`src/rtl/coram_multibank_sum_kernel_if.sv`:
```
`default_nettype none
// ============================================================================
// Module   : coram_multibank_sum_kernel_if
// Brief    : Bank-memory and channel bundle for the multibank sum kernel.
//            The master side is the kernel; the slave side holds the banks
//            and the control-thread channel.
// Revision : 1.0
// ============================================================================
interface coram_multibank_sum_kernel_if #(
  parameter int W_A       = 13,
  parameter int W_D       = 32,
  parameter int NUM_BANKS = 4
);

  // Bank ports, bank b occupies slice [b*W +: W]
  logic [NUM_BANKS*W_A-1:0] mem_addr;
  logic [NUM_BANKS*W_D-1:0] mem_d;
  logic [NUM_BANKS-1:0]     mem_we;
  logic [NUM_BANKS*W_D-1:0] mem_q;

  // Command/result channel
  logic [W_D-1:0]           comm_q;
  logic                     comm_deq;
  logic                     comm_empty;
  logic [W_D-1:0]           comm_d;
  logic                     comm_enq;
  logic                     comm_full;

  modport master (
    output mem_addr, mem_d, mem_we, comm_deq, comm_d, comm_enq,
    input  mem_q, comm_q, comm_empty, comm_full
  );

  modport slave (
    input  mem_addr, mem_d, mem_we, comm_deq, comm_d, comm_enq,
    output mem_q, comm_q, comm_empty, comm_full
  );

endinterface
`default_nettype wire

```
`src/rtl/coram_multibank_sum_kernel.sv`:
```
`default_nettype none
// ============================================================================
// Module   : coram_multibank_sum_kernel
// Brief    : Pops a length from the channel, reads that many words from every
//            bank in lock-step, sums them all and pushes the total back.
//            Length is clipped to the bank depth; optional saturation.
// Revision : 1.0
// ============================================================================
module coram_multibank_sum_kernel #(
  parameter int W_A       = 13,
  parameter int W_D       = 32,
  parameter int NUM_BANKS = 4,
  parameter int SATURATE  = 0
) (
  input  wire logic                    clk,
  input  wire logic                    rst,
  coram_multibank_sum_kernel_if.master bus,
  output logic                         busy_o,
  output logic [15:0]                  done_count_o
);

  // Accumulator wide enough that 2**W_A words from every bank never wrap
  localparam int W_ACC = W_D + W_A + $clog2(NUM_BANKS) + 1;
  // Length register holds 0..2**W_A inclusive
  localparam int W_N   = W_A + 1;
  // Comparison width able to hold both a channel word and 2**W_A
  localparam int W_CMP = W_D + W_A + 1;

  typedef enum logic [1:0] {
    S_IDLE  = 2'd0,
    S_READ  = 2'd1,
    S_DRAIN = 2'd2,
    S_SEND  = 2'd3
  } state_t;

  state_t           state_q, state_d;
  logic [W_A-1:0]   addr_q, addr_d;
  logic [W_N-1:0]   len_q, len_d;
  logic [W_ACC-1:0] acc_q, acc_d;
  logic             rd_valid_q, rd_valid_d;
  logic [15:0]      done_q, done_d;

  logic [W_ACC-1:0] bank_sum;
  logic [W_CMP-1:0] cmd_ext;
  logic [W_N-1:0]   cmd_len;
  logic             deq, enq;
  wire logic [W_D-1:0] result;

  // Sum of the current read word across all banks
  always_comb begin
    bank_sum = '0;
    for (int b = 0; b < NUM_BANKS; b++) begin
      bank_sum = bank_sum + W_ACC'(bus.mem_q[b*W_D +: W_D]);
    end
  end

  // Requested length clipped to the bank depth
  always_comb begin
    cmd_ext = W_CMP'(bus.comm_q);
    if (cmd_ext > (W_CMP'(1) << W_A)) begin
      cmd_len = W_N'(1) << W_A;
    end else begin
      cmd_len = cmd_ext[W_N-1:0];
    end
  end

  // Next-state and handshake logic
  always_comb begin
    state_d    = state_q;
    addr_d     = addr_q;
    len_d      = len_q;
    acc_d      = acc_q;
    done_d     = done_q;
    deq        = 1'b0;
    enq        = 1'b0;
    // Read data lags the address by one cycle
    rd_valid_d = (state_q == S_READ);
    if (rd_valid_q) begin
      acc_d = acc_q + bank_sum;
    end

    case (state_q)
      S_IDLE: begin
        if (!bus.comm_empty && !rst) begin
          deq   = 1'b1;
          len_d = cmd_len;
          acc_d = '0;
          if (cmd_len == '0) begin
            state_d = S_SEND;
          end else begin
            addr_d  = '0;
            state_d = S_READ;
          end
        end
      end
      S_READ: begin
        if (W_N'(addr_q) == (len_q - W_N'(1))) begin
          state_d = S_DRAIN;
        end else begin
          addr_d = addr_q + W_A'(1);
        end
      end
      S_DRAIN: begin
        state_d = S_SEND;
      end
      S_SEND: begin
        if (!bus.comm_full && !rst) begin
          enq     = 1'b1;
          done_d  = done_q + 16'd1;
          state_d = S_IDLE;
        end
      end
      default: begin
        state_d = S_IDLE;
      end
    endcase
  end

  // State registers with synchronous reset; reset aborts any command
  always_ff @(posedge clk) begin
    if (rst) begin
      state_q    <= S_IDLE;
      addr_q     <= '0;
      len_q      <= '0;
      acc_q      <= '0;
      rd_valid_q <= 1'b0;
      done_q     <= '0;
    end else begin
      state_q    <= state_d;
      addr_q     <= addr_d;
      len_q      <= len_d;
      acc_q      <= acc_d;
      rd_valid_q <= rd_valid_d;
      done_q     <= done_d;
    end
  end

  generate
    if (SATURATE != 0) begin : g_sat_on
      assign result = (acc_q > W_ACC'({W_D{1'b1}})) ? {W_D{1'b1}} : acc_q[W_D-1:0];
    end else begin : g_sat_off
      assign result = acc_q[W_D-1:0];
    end
  endgenerate

  assign bus.mem_addr  = {NUM_BANKS{addr_q}};
  assign bus.mem_d     = '0;
  assign bus.mem_we    = '0;
  assign bus.comm_deq  = deq;
  assign bus.comm_enq  = enq;
  assign bus.comm_d    = result;
  assign busy_o        = (state_q != S_IDLE);
  assign done_count_o  = done_q;

endmodule
`default_nettype wire

```
`src/flat_wrapper.sv`:
```
// flat-port wrapper written by rule: the top's interface ports become plain ports
module coram_multibank_sum_kernel_flat 
#(
  parameter int W_A       = 13,
  parameter int W_D       = 32,
  parameter int NUM_BANKS = 4,
  parameter int SATURATE  = 0
)
  (clk, rst, busy_o, done_count_o, bus_mem_addr, bus_mem_d, bus_mem_we, bus_comm_deq, bus_comm_d, bus_comm_enq, bus_mem_q, bus_comm_q, bus_comm_empty, bus_comm_full);
  coram_multibank_sum_kernel_if #(.W_A(W_A), .W_D(W_D), .NUM_BANKS(NUM_BANKS)) bus_i ();
  input  wire logic clk;
  input  wire logic rst;
  output logic busy_o;
  output logic [15:0] done_count_o;
  output wire logic [$bits(bus_i.mem_addr)-1:0] bus_mem_addr;
  output wire logic [$bits(bus_i.mem_d)-1:0] bus_mem_d;
  output wire logic [$bits(bus_i.mem_we)-1:0] bus_mem_we;
  output wire logic [$bits(bus_i.comm_deq)-1:0] bus_comm_deq;
  output wire logic [$bits(bus_i.comm_d)-1:0] bus_comm_d;
  output wire logic [$bits(bus_i.comm_enq)-1:0] bus_comm_enq;
  input wire logic [$bits(bus_i.mem_q)-1:0] bus_mem_q;
  input wire logic [$bits(bus_i.comm_q)-1:0] bus_comm_q;
  input wire logic [$bits(bus_i.comm_empty)-1:0] bus_comm_empty;
  input wire logic [$bits(bus_i.comm_full)-1:0] bus_comm_full;
  assign bus_mem_addr = bus_i.mem_addr;
  assign bus_mem_d = bus_i.mem_d;
  assign bus_mem_we = bus_i.mem_we;
  assign bus_comm_deq = bus_i.comm_deq;
  assign bus_comm_d = bus_i.comm_d;
  assign bus_comm_enq = bus_i.comm_enq;
  assign bus_i.mem_q = bus_mem_q;
  assign bus_i.comm_q = bus_comm_q;
  assign bus_i.comm_empty = bus_comm_empty;
  assign bus_i.comm_full = bus_comm_full;
  coram_multibank_sum_kernel #(.W_A(W_A), .W_D(W_D), .NUM_BANKS(NUM_BANKS), .SATURATE(SATURATE)) u_core (.clk(clk), .rst(rst), .bus(bus_i), .busy_o(busy_o), .done_count_o(done_count_o));
endmodule
```
`config.mk`:
```
export PLATFORM = sky130hd
export DESIGN_NAME = coram_multibank_sum_kernel_flat
export DESIGN_NICKNAME = d
export VERILOG_FILES = /design/src/rtl/coram_multibank_sum_kernel_if.sv /design/src/rtl/coram_multibank_sum_kernel.sv /design/src/flat_wrapper.sv
export SDC_FILE = /design/constraint.sdc
export NUM_CORES = 1
export LEC_CHECK = 0
export ABC_AREA = 1
export CORE_AREA = 5 5 153 155
export CTS_BUF_LIST = sky130_fd_sc_hd__clkbuf_4 sky130_fd_sc_hd__clkbuf_8
export DETAILED_ROUTE_END_ITERATION = 12
export DIE_AREA = 0 0 158 160
export DONT_BUFFER_PORTS = 1
export SYNTH_ARGS = -nofsm -noshare
export SYNTH_HDL_FRONTEND = slang
export SYNTH_SLANG_ARGS = --single-unit
```
`constraint.sdc`:
```
create_clock -name clk -period 9.4 [get_ports clk]
set_clock_uncertainty 0.1 [all_clocks]
set_input_delay 2.82 -clock clk [delete_from_list [all_inputs] [get_ports clk]]
set_output_delay 2.82 -clock clk [all_outputs]
set_load 0.01 [all_outputs]
```
==> impl_metrics.tcl, run 1 <==
set metrics [dict create \
    run_status "finished clean" \
    detail-route-antenna-nets 0 \
    finalSetupViolCount 0 \
    vias 9386 \
    insertion_delay_ps 390 \
    drv_cap 0 \
    avgSynthCellArea_um2 6.60 \
    cp-end-kind "register" \
    drc 0 \
    slew_violations 0 \
    drive_gt1_share_pct 2.63 \
    synthTopCellsByCount "309 x inv_1, 255 x nand2_1, 171 x buf_4" \
    start_util_pct 49.8 \
    yosys.area.top_type_share_pct 14.5 \
    fin_nets 1886 \
    grt_pass1_wl_um 48600 \
    start_kind "input port" \
    place_ws_ps 1590 \
    netlist_area_mm2 0.0108 \
    worstMarginPinSlew_ps 1240 \
    fmax_mhz 134 \
    finalHoldViolCount 0 \
    path_delay_family "compound AO/OA/AOI/OAI gates" \
    critPathArrivalTime_ps 7610 \
    port_buffers 0 \
    fin_crit_ps 7440 \
    post_synth_inst_count 1637 \
    root_buffer "clkbuf_8" \
    track_usage_pct 24.3 \
    synthArstFlopShare_pct 0 \
    rows 54 \
    synth.largest_area_cell "dfxtp_1" \
    hp-class "reg2reg" \
    dieArea_mm2 0.0253 \
    antenna_cells 0 \
    cts_setup_buffers 0 \
    vdd_ir_drop_max_v 0.0000803 \
    clkTransAtPathRegs_ps 110 \
    dp.cells 1859 \
    area_growth_pct -2.91 \
    synth_edf_count 0 \
    ys.warnings.count 0 \
    first_global_vias 9163 \
    ios 399 \
    htreeDepth 3 \
    synth_flop_cell "dfxtp_1" \
    stdcell_area_mm2 0.0105 \
    crit_type "in2reg" \
    critPathMaxStageDelay_ps 510 \
    die_h_um 160 \
    critical_path.max_fanout 4 \
    cts_tree "done" \
    timing.final.crit_share_pct 79.1 \
    placed_cell_area_mm2 0.0103 \
    cp_slowest_cell "fa_1" \
    cp_cell_sequence "ha_1 > a21oi_1 > o21ai_0 > a21oi_1 > o21bai_1 > a21oi_1 > o21ai_0 > xor2_1 > fa_1 > inv_1 > fa_1 > inv_1 > ha_1 > nand2_1 > nor2_1 > inv_1 > nor3_1 > nand3_1 > o211ai_1 > xor2_1 > o21bai_1 > inv_1" \
    crit_top_cell "inv_1" \
    cts_buffers 9 \
    rsz0062_at_grt "false" \
    antenna_found_initial 1 \
    fin_cells 1875 \
    power.leakage_nw 5.46 \
    post-synth-top-count-cell "inv_1" \
    relSlewSlack_pct 17.3 \
    hold_buffers 0 \
    setup-tns-final_ps 0 \
    cts_sinks 78 \
    whs_ps 426 \
    overflow 0 \
    core_mm2 0.0217 \
    dr.pass1.iters 6 \
    dp_hpwl_um 27100 \
    vias_per_cell 5.01 \
    die_x_um 158 \
    clock_path_buffers 2 \
    wirelength_um 31600 \
    grt_max_degree 46 \
    ys_types 45 \
    setup_ws_ps 1960 \
    synth_area_leaders "dfxtp_1 14%, buf_4 12%, fa_1 12%" \
    required_ps 9580 \
    ys_seq_elements 78 \
    cp_num_buf_inv 4 \
    ys_seq_area_share_pct 14.5 \
    power-per-cell-area_mw_per_mm2 217 \
    ctsResizeCount 0 \
    place.gp.congestion 0.951 \
    routedWlPerCell_um 16.9 \
    first_iter_violations 543 \
]
[cell usage in the layout, fill, tap and decap left out, types with 51 or more instances in the layout]
cell and instances:
xor2_1 51, inv_1 309, a21oi_1 137, nor2_1 161, conb_1 132, nand3_1 103, o21ai_0 78, dfxtp_1 78
nand2_1 255, fa_1 63, ha_1 69
[state kept, by name, summed over array words and instances (netlist names)]
| name | count |
|---|---|
| u_core.state_q | 2 |
| u_core.rd_valid_q | 1 |
| u_core.len_q | 14 |
| u_core.acc_q | 32 |
| u_core.addr_q | 13 |
| u_core.done_count_o | 16 |
[metrics by stage]
stage | power [mW] | utilization, %
floorplan | 1.64 | -
global placement | 1.98 | 47.4
detailed placement | 1.99 | 47.4
CTS | 2.27 | 48.3
global route | 2.53 | 48.3
finish | 2.27 | 48.3
[cell families after synthesis]
logic type,Yosys count,share of synthesized area [%]
AND/OR/NAND/NOR,586,23.3
buffers and inverters,507,23.7
AO/OA/AOI/OAI,265,13.3
adder cells (fa/ha/maj),132,19.7
flip-flops,78,14.5
XOR/XNOR,68,5.52
other,1,0.0347
[path summary, 6_finish.rpt]
check / to / start / cells after the start / slack, ps
worst max-delay path: u_core.acc_q[25]$_SDFF_PP0_ / bus_mem_q[3] / 22 / 1960
worst min-delay path: u_core.done_count_o[15]$_SDFFE_PP0P_ / u_core.done_count_o[15]$_SDFFE_PP0P_ / 2 / 430
worst max register to register: u_core.acc_q[30]$_SDFF_PP0_ / u_core.acc_q[7]$_SDFF_PP0_ / 17 / 5860
worst min register to register: u_core.done_count_o[15]$_SDFFE_PP0P_ / u_core.done_count_o[15]$_SDFFE_PP0P_ / 2 / 430
[cell type report]
cell class	instances	area [um^2]
tap	280	350
fill	2315	11200
multi-input combinational	1183	7170
sequential	78	1560
inverter	315	1180
clock buffer	9	124
timing repair buffer	3	22.5
clock inverter	7	72.6
[worst min-delay path, delay by kind of cell (launching register included)]
kind | cells | cell delay (ps)
buf+inv | 1 | 80
flops | 1 | 360
compound gates | 1 | 50
[per-layer routing]
layer / part of all wire [%] / wire, um / track usage (%)
met4: 2.4 / 753 / 6.48
met3: 8.1 / 2560 / 5.06
met5: 0.041 / 13 / 0
met1: 43 / 13500 / 32.1
met2: 47 / 14800 / 40.4
[power breakdown]
group,internal (mW),switching (mW)
logic,0.520,1.06
clock network,0.105,0.168
registers,0.363,0.0561
No activity file was read; power rests on OpenSTA's default activity.
==> inputs of run 2 (changes only) <==
--- a/config.mk
+++ b/config.mk
@@ -5,7 +5,7 @@
 export SDC_FILE = /design/constraint.sdc
 export NUM_CORES = 1
 export LEC_CHECK = 0
-export ABC_AREA = 1
+export ABC_AREA = 0
 export CORE_AREA = 5 5 153 155
 export CTS_BUF_LIST = sky130_fd_sc_hd__clkbuf_4 sky130_fd_sc_hd__clkbuf_8
 export DETAILED_ROUTE_END_ITERATION = 12
==> constraint.sdc (replaced) <==
create_clock -name clk -period 6.05 [get_ports clk]
set_clock_uncertainty 0.1 [all_clocks]
set_input_delay 1.815 -clock clk [delete_from_list [all_inputs] [get_ports clk]]
set_output_delay 1.815 -clock clk [all_outputs]
set_load 0.01 [all_outputs]
==> run 2 against run 1 <==
  * The flow now finishes with violations (setup timing)
  * Hold slack better by 19 ps
  * Largest cell class unchanged
  * Count of clock-buffer cells in the layout up 1
  * Global-route usage fell by 6.2 points
  * Critical path type unchanged
  * Register-to-register slack worse by 3300 ps
  * Clock power increased by 74%
  * Die area did not move
  * First-iteration DRC count is 47% lower
  * Power up 91%
==> impl_metrics.tcl, run 2 <==
set metrics [dict create \
    run_status "finished with violations" \
    critPathArrivalTime_ps 6530 \
    clkTransAtPathRegs_ps 90 \
    netlist_area_mm2 0.00963 \
    detail-route-antenna-nets 0 \
    setup_ws_ps -287 \
    top_register "u_core.acc_q" \
    synth_area_leaders "dfxtp_1 16%, buf_4 13%, fa_1 13%" \
    drv_cap 0 \
    rsz0062_at_grt "true" \
    post_synth_inst_count 1195 \
    drc 0 \
    worstMarginPinSlew_ps 1030 \
    cts_tree "done" \
    power_frac_comb_pct 72.9 \
    critical_path.max_fanout 3 \
    whs_ps 445 \
    fin_nets 1562 \
    fin_crit_ps 6340 \
    core_mm2 0.0217 \
    synth.largest_area_cell "dfxtp_1" \
    fin_cells 1551 \
    dieArea_mm2 0.0253 \
    required_ps 6250 \
    synth_flop_cell "dfxtp_1" \
    cp-end-kind "register" \
    ys_seq_elements 78 \
    critPathMaxStageDelay_ps 490 \
    dr.pass1.iters 4 \
    p_clk_share_pct 10.9 \
    grt_max_degree 35 \
    drive_gt1_share_pct 20.1 \
    dp_hpwl_um 19600 \
    power-per-cell-area_mw_per_mm2 397 \
    fmax_mhz 158 \
    clock_path_buffers 2 \
    final_cell_mix "167 x inv_1, 132 x conb_1, 115 x buf_4, 87 x nor2_1, 77 x dfxtp_1" \
    ios 399 \
    vias 7600 \
    stdcell_area_mm2 0.0110 \
    yosys.area.top_type_share_pct 16.2 \
    first_iter_violations 286 \
    relSlewSlack_pct 31.5 \
    placed_cell_area_mm2 0.0102 \
    post-synth-top-count-cell "inv_1" \
    violations "setup timing" \
    ys_seq_area_share_pct 16.2 \
    p_total_mw 4.35 \
    track_usage_pct 18.1 \
    die_h_um 160 \
    finalHoldViolCount 0 \
    timing.final.crit_share_pct 105 \
    internal_power_mw 2.37 \
    avgSynthCellArea_um2 8.05 \
    synthArstFlopShare_pct 0 \
    grt_pass1_wl_um 37600 \
    root_buffer "clkbuf_8" \
    area_growth_pct 13.8 \
    switching_share_pct 45.4 \
    synthTopCellsByCount "177 x inv_1, 173 x buf_4, 91 x nor2_1" \
    layout.cells.most_common "inv_1" \
    antenna_cells 0 \
    insertion_delay_ps 370 \
    p_seq_share_pct 16.2 \
    overflow 0 \
    rows 54 \
    crit_type "in2reg" \
    wirelength_um 24000 \
    port_buffers 0 \
    dp.cells 1521 \
    htreeDepth 3 \
    reg2reg_slack_ps 2530 \
    antenna_found_initial 0 \
    first_global_vias 7565 \
    place.gp.congestion 0.813 \
    die_x_um 158 \
    ys_types 74 \
    start_kind "input port" \
    finalSetupViolCount 6 \
    power.leakage_nw 5.04 \
    vias_per_cell 4.90 \
    netSwitchingPower_mw 1.98 \
    start_util_pct 44.4 \
    cp_slowest_cell "fa_1" \
    cts_sinks 78 \
    ys.warnings.count 0 \
    vdd_ir_drop_max_v 0.000218 \
    synth_edf_count 0 \
    hp-class "reg2reg" \
    cts_buffers 9 \
    largest_register_ffs 32 \
    cp_cell_sequence "ha_4 > buf_6 > nor2b_2 > o31a_1 > o211a_4 > a32oi_4 > a21oi_4 > a31oi_4 > o21ai_1 > a211oi_2 > nor2_2 > fa_1 > inv_1 > fa_1 > inv_2 > ha_4 > a21o_1 > or3_1 > nor3_2 > o31ai_2 > a21oi_1 > xnor3_1 > a21oi_2" \
    routedWlPerCell_um 15.5 \
    slew_violations 0 \
]
-- run 2: repair_timing --
action / in CTS / in global routing
setup buffers: 8 / 7
hold buffers: 0 / 0
setup endpoints to repair: 13 / 17
pin swaps: 45 / 71
gates resized for setup: 28 / 60
-- run 2: area by class of cell --
type	count	area [um^2]
tap	280	350
fill	2097	10700
clock inverter	6	92.6
timing repair buffer	123	953
sequential	78	1560
inverter	177	664
multi-input combinational	877	7190
clock buffer	10	138
-- run 2: metal layers --
| layer | GRT usage [%] | vias to the layer above | part of all wire, % |
|---|---|---|---|
| met5 | 0 | - | 0 |
| met4 | 2.56 | 0 | 0.52 |
| met3 | 5.44 | 8 | 7.6 |
| met2 | 31.6 | 240 | 51 |
| met1 | 22.6 | 3544 | 41 |
| li1 | - | 3808 | - |
-- run 2: per-stage QoR --
stage,setup slack (ps),utilization [%],setup TNS [ps]
after global placement,-691,47.0,-8560
after floorplan,-250,-,-1390
after global routing,-440,50.5,-3460
after CTS,-254,49.0,-895
after detailed placement,-776,47.0,-9130
final,-287,50.5,-922
-- run 2: kinds of logic after synthesis --
kind of cell / count (synthesis) / synth area share (%)
AO/OA/AOI/OAI: 233 / 15.9
flip-flops: 78 / 16.2
AND/OR/NAND/NOR: 272 / 13.8
other: 1 / 0.0390
adder cells (fa/ha/maj): 132 / 22.1
buffers and inverters: 371 / 21.7
multiplexers: 20 / 2.08
XOR/XNOR: 88 / 8.15
-- run 2: worst max-delay path: cells and delay by family --
family          cells  cell delay, ps
compound gates     11            2070
buf+inv             3             210
xor+xnor            1             250
simple gates        4             760
fa+ha+maj           4            1430
-- run 2: power by group through the flow --
stage	logic (mW)	clock network (mW)	registers, mW
6_report	3.17	0.475	0.704
5_1_grt	3.53	0.515	0.717
4_1_cts	2.92	0.489	0.708
3_5_place_dp	2.78	0	0.719
3_3_place_gp	2.76	0	0.720
2_1_floorplan	2.08	0	0.656
-- run 2: path summary, 6_finish.rpt --
| path | from | endpoint | cells after the start |
|---|---|---|---|
| setup / recovery | bus_mem_q[2] | u_core.acc_q[31]$_SDFF_PP0_ | 23 |
| setup reg to reg | u_core.len_q[2]$_SDFFE_PP0P_ | u_core.addr_q[1]$_SDFFE_PP0P_ | 9 |
| hold / removal | u_core.len_q[12]$_SDFFE_PP0P_ | u_core.len_q[12]$_SDFFE_PP0P_ | 1 |
| hold reg to reg | u_core.len_q[12]$_SDFFE_PP0P_ | u_core.len_q[12]$_SDFFE_PP0P_ | 1 |
==> inputs of run 3 (changes only) <==
--- a/config.mk
+++ b/config.mk
@@ -14,3 +14,4 @@
 export SYNTH_ARGS = -nofsm -noshare
 export SYNTH_HDL_FRONTEND = slang
 export SYNTH_SLANG_ARGS = --single-unit
+export TNS_END_PERCENT = 10
==> run 3 against run 2 <==
  * The run still ends with setup timing left
  * Hold slack lost 11 ps
  * Via count rose by 0.82%
  * Combinational power down 3%
==> impl_metrics.tcl, run 3 (same netlist as run 2, synthesis figures left out) <==
set metrics [dict create \
    run_status "finished with violations" \
    violations "setup timing" \
    reg2reg_slack_ps 2530 \
    cp_cell_sequence "ha_4 > a211oi_4 > o21ai_2 > o311ai_4 > o211ai_1 > a21oi_2 > o21bai_1 > a21oi_1 > xnor2_1 > fa_1 > inv_1 > fa_1 > inv_1 > ha_4 > a2111oi_4 > o21ai_2 > a221oi_4 > o21ai_1 > a31o_2 > nand2_2 > a211oi_2 > mux2i_1 > o311ai_1" \
    rsz0062_at_grt "true" \
    detail-route-antenna-nets 0 \
    fmax_mhz 157 \
    dieArea_mm2 0.0253 \
    wirelength_um 23700 \
    insertion_delay_ps 370 \
    power.leakage_nw 5.10 \
    fin_cells 1562 \
    drc 0 \
    vias 7662 \
    area_growth_pct 13.0 \
    cp_slowest_cell "fa_1" \
    core_mm2 0.0217 \
    critical_path.max_fanout 3 \
    cts_tree "done" \
    largest_register_ffs 32 \
    vdd_ir_drop_max_v 0.000186 \
    start_kind "input port" \
    required_ps 6150 \
    grt_pass1_wl_um 37200 \
    drive_gt1_share_pct 18.5 \
    first_global_vias 7566 \
    whs_ps 434 \
    dp.cells 1538 \
    hp-class "reg2reg" \
    timing.final.crit_share_pct 106 \
    final_cell_mix "174 x inv_1, 133 x buf_4, 132 x conb_1, 89 x nor2_1, 77 x dfxtp_1" \
    setup_ws_ps -337 \
    finalSetupViolCount 15 \
    min_from "u_core.acc_q[20]$_SDFF_PP0_" \
    min_to "u_core.acc_q[20]$_SDFF_PP0_" \
    htreeDepth 3 \
    crit_type "in2reg" \
    cts_sinks 78 \
    start_util_pct 44.4 \
    track_usage_pct 17.9 \
    worstMarginPinSlew_ps 1000 \
    fin_crit_ps 6390 \
    overflow 0 \
    placed_cell_area_mm2 0.0103 \
    num-fill-cells 2148 \
    vias_per_cell 4.91 \
    power-per-cell-area_mw_per_mm2 389 \
    critPathArrivalTime_ps 6490 \
    r2r_end "u_core.acc_q[20]$_SDFF_PP0_" \
    place_ws_ps -782 \
    clkTransAtPathRegs_ps 80 \
    clock_path_buffers 2 \
    die_x_um 158 \
    finalHoldViolCount 0 \
    rows 54 \
    top_register "u_core.acc_q" \
    antenna_found_initial 1 \
    slew_violations 0 \
    stdcell_area_mm2 0.0109 \
    relSlewSlack_pct 33.2 \
    cts_buffers 9 \
    die_h_um 160 \
    first_iter_violations 316 \
    antenna_cells 0 \
    root_buffer "clkbuf_8" \
    final_core_util_pct 50.2 \
    dp_hpwl_um 19900 \
    critPathMaxStageDelay_ps 500 \
    layout.cells.most_common "inv_1" \
    fin_nets 1574 \
    p_total_mw 4.24 \
    routedWlPerCell_um 15.2 \
    grt_max_degree 35 \
    place.gp.congestion 0.851 \
    rr_startpoint "u_core.acc_q[9]$_SDFF_PP0_" \
    dr.pass1.iters 4 \
    cp-end-kind "register" \
    ios 399 \
    worst_hold_path.num_cells 2 \
    drv_cap 0 \
    worstRegToRegCells 13 \
    port_buffers 0 \
    setup-tns-final_ps -2740 \
]
==> run 3: metal layers <==
metal	vias to the layer above	global-route usage, %	wire [um]	part of all wire (%)
met3	21	5.14	1670	7.1
met5	-	0	0	0
li1	3823	-	-	-
met4	0	3.18	236	1.0
met1	3596	22.3	9880	42
met2	222	31.0	11900	50
==> run 3: what timing repair did <==
item,4_1_cts,5_1_grt
buffers inserted,4,5
pin swaps,16,23
setup endpoints to repair,15,18
hold buffers,0,0
gates resized for setup,21,40
==> run 3: area by class of cell <==
class / count / area, um^2 / share of cell area, %
Multi-Input combinational cell: 877 / 7060 / 64.9
Tap cell: 280 / 350 / 3.22
Clock buffer: 10 / 138 / 1.26
Clock inverter: 5 / 82.6 / 0.759
Inverter: 177 / 664 / 6.11
Sequential cell: 78 / 1560 / 14.4
Timing Repair Buffer: 135 / 1020 / 9.38
==> run 3: worst max-delay path: cells and delay by family <==
family                   cells  cell delay, ps
adder cells (fa/ha/maj)      4            1440
XOR/XNOR                     1             100
AO/OA/AOI/OAI               14            2750
AND/OR/NAND/NOR              1              70
buffers and inverters        2             110
multiplexers                 1             180
==> run 3: power breakdown <==
group	total, mW	switching, mW	internal [mW]
Combinational	3.08	1.54	1.54
Sequential	0.704	0.128	0.576
Clock	0.455	0.212	0.243
==> run 3: how the worst max path moves through the flow <==
stage                       startpoint  depth (start not counted)  slack [ps]                           to
after floorplan           bus_mem_q[0]                         24        -250  u_core.acc_q[31]$_SDFF_PP0_
after global placement    bus_mem_q[0]                         23        -690  u_core.acc_q[31]$_SDFF_PP0_
after detailed placement  bus_mem_q[1]                         25        -780  u_core.acc_q[31]$_SDFF_PP0_
after CTS                 bus_mem_q[1]                         23        -220  u_core.acc_q[30]$_SDFF_PP0_
after global routing      bus_mem_q[1]                         23        -550  u_core.acc_q[30]$_SDFF_PP0_
final                     bus_mem_q[1]                         23        -340  u_core.acc_q[30]$_SDFF_PP0_
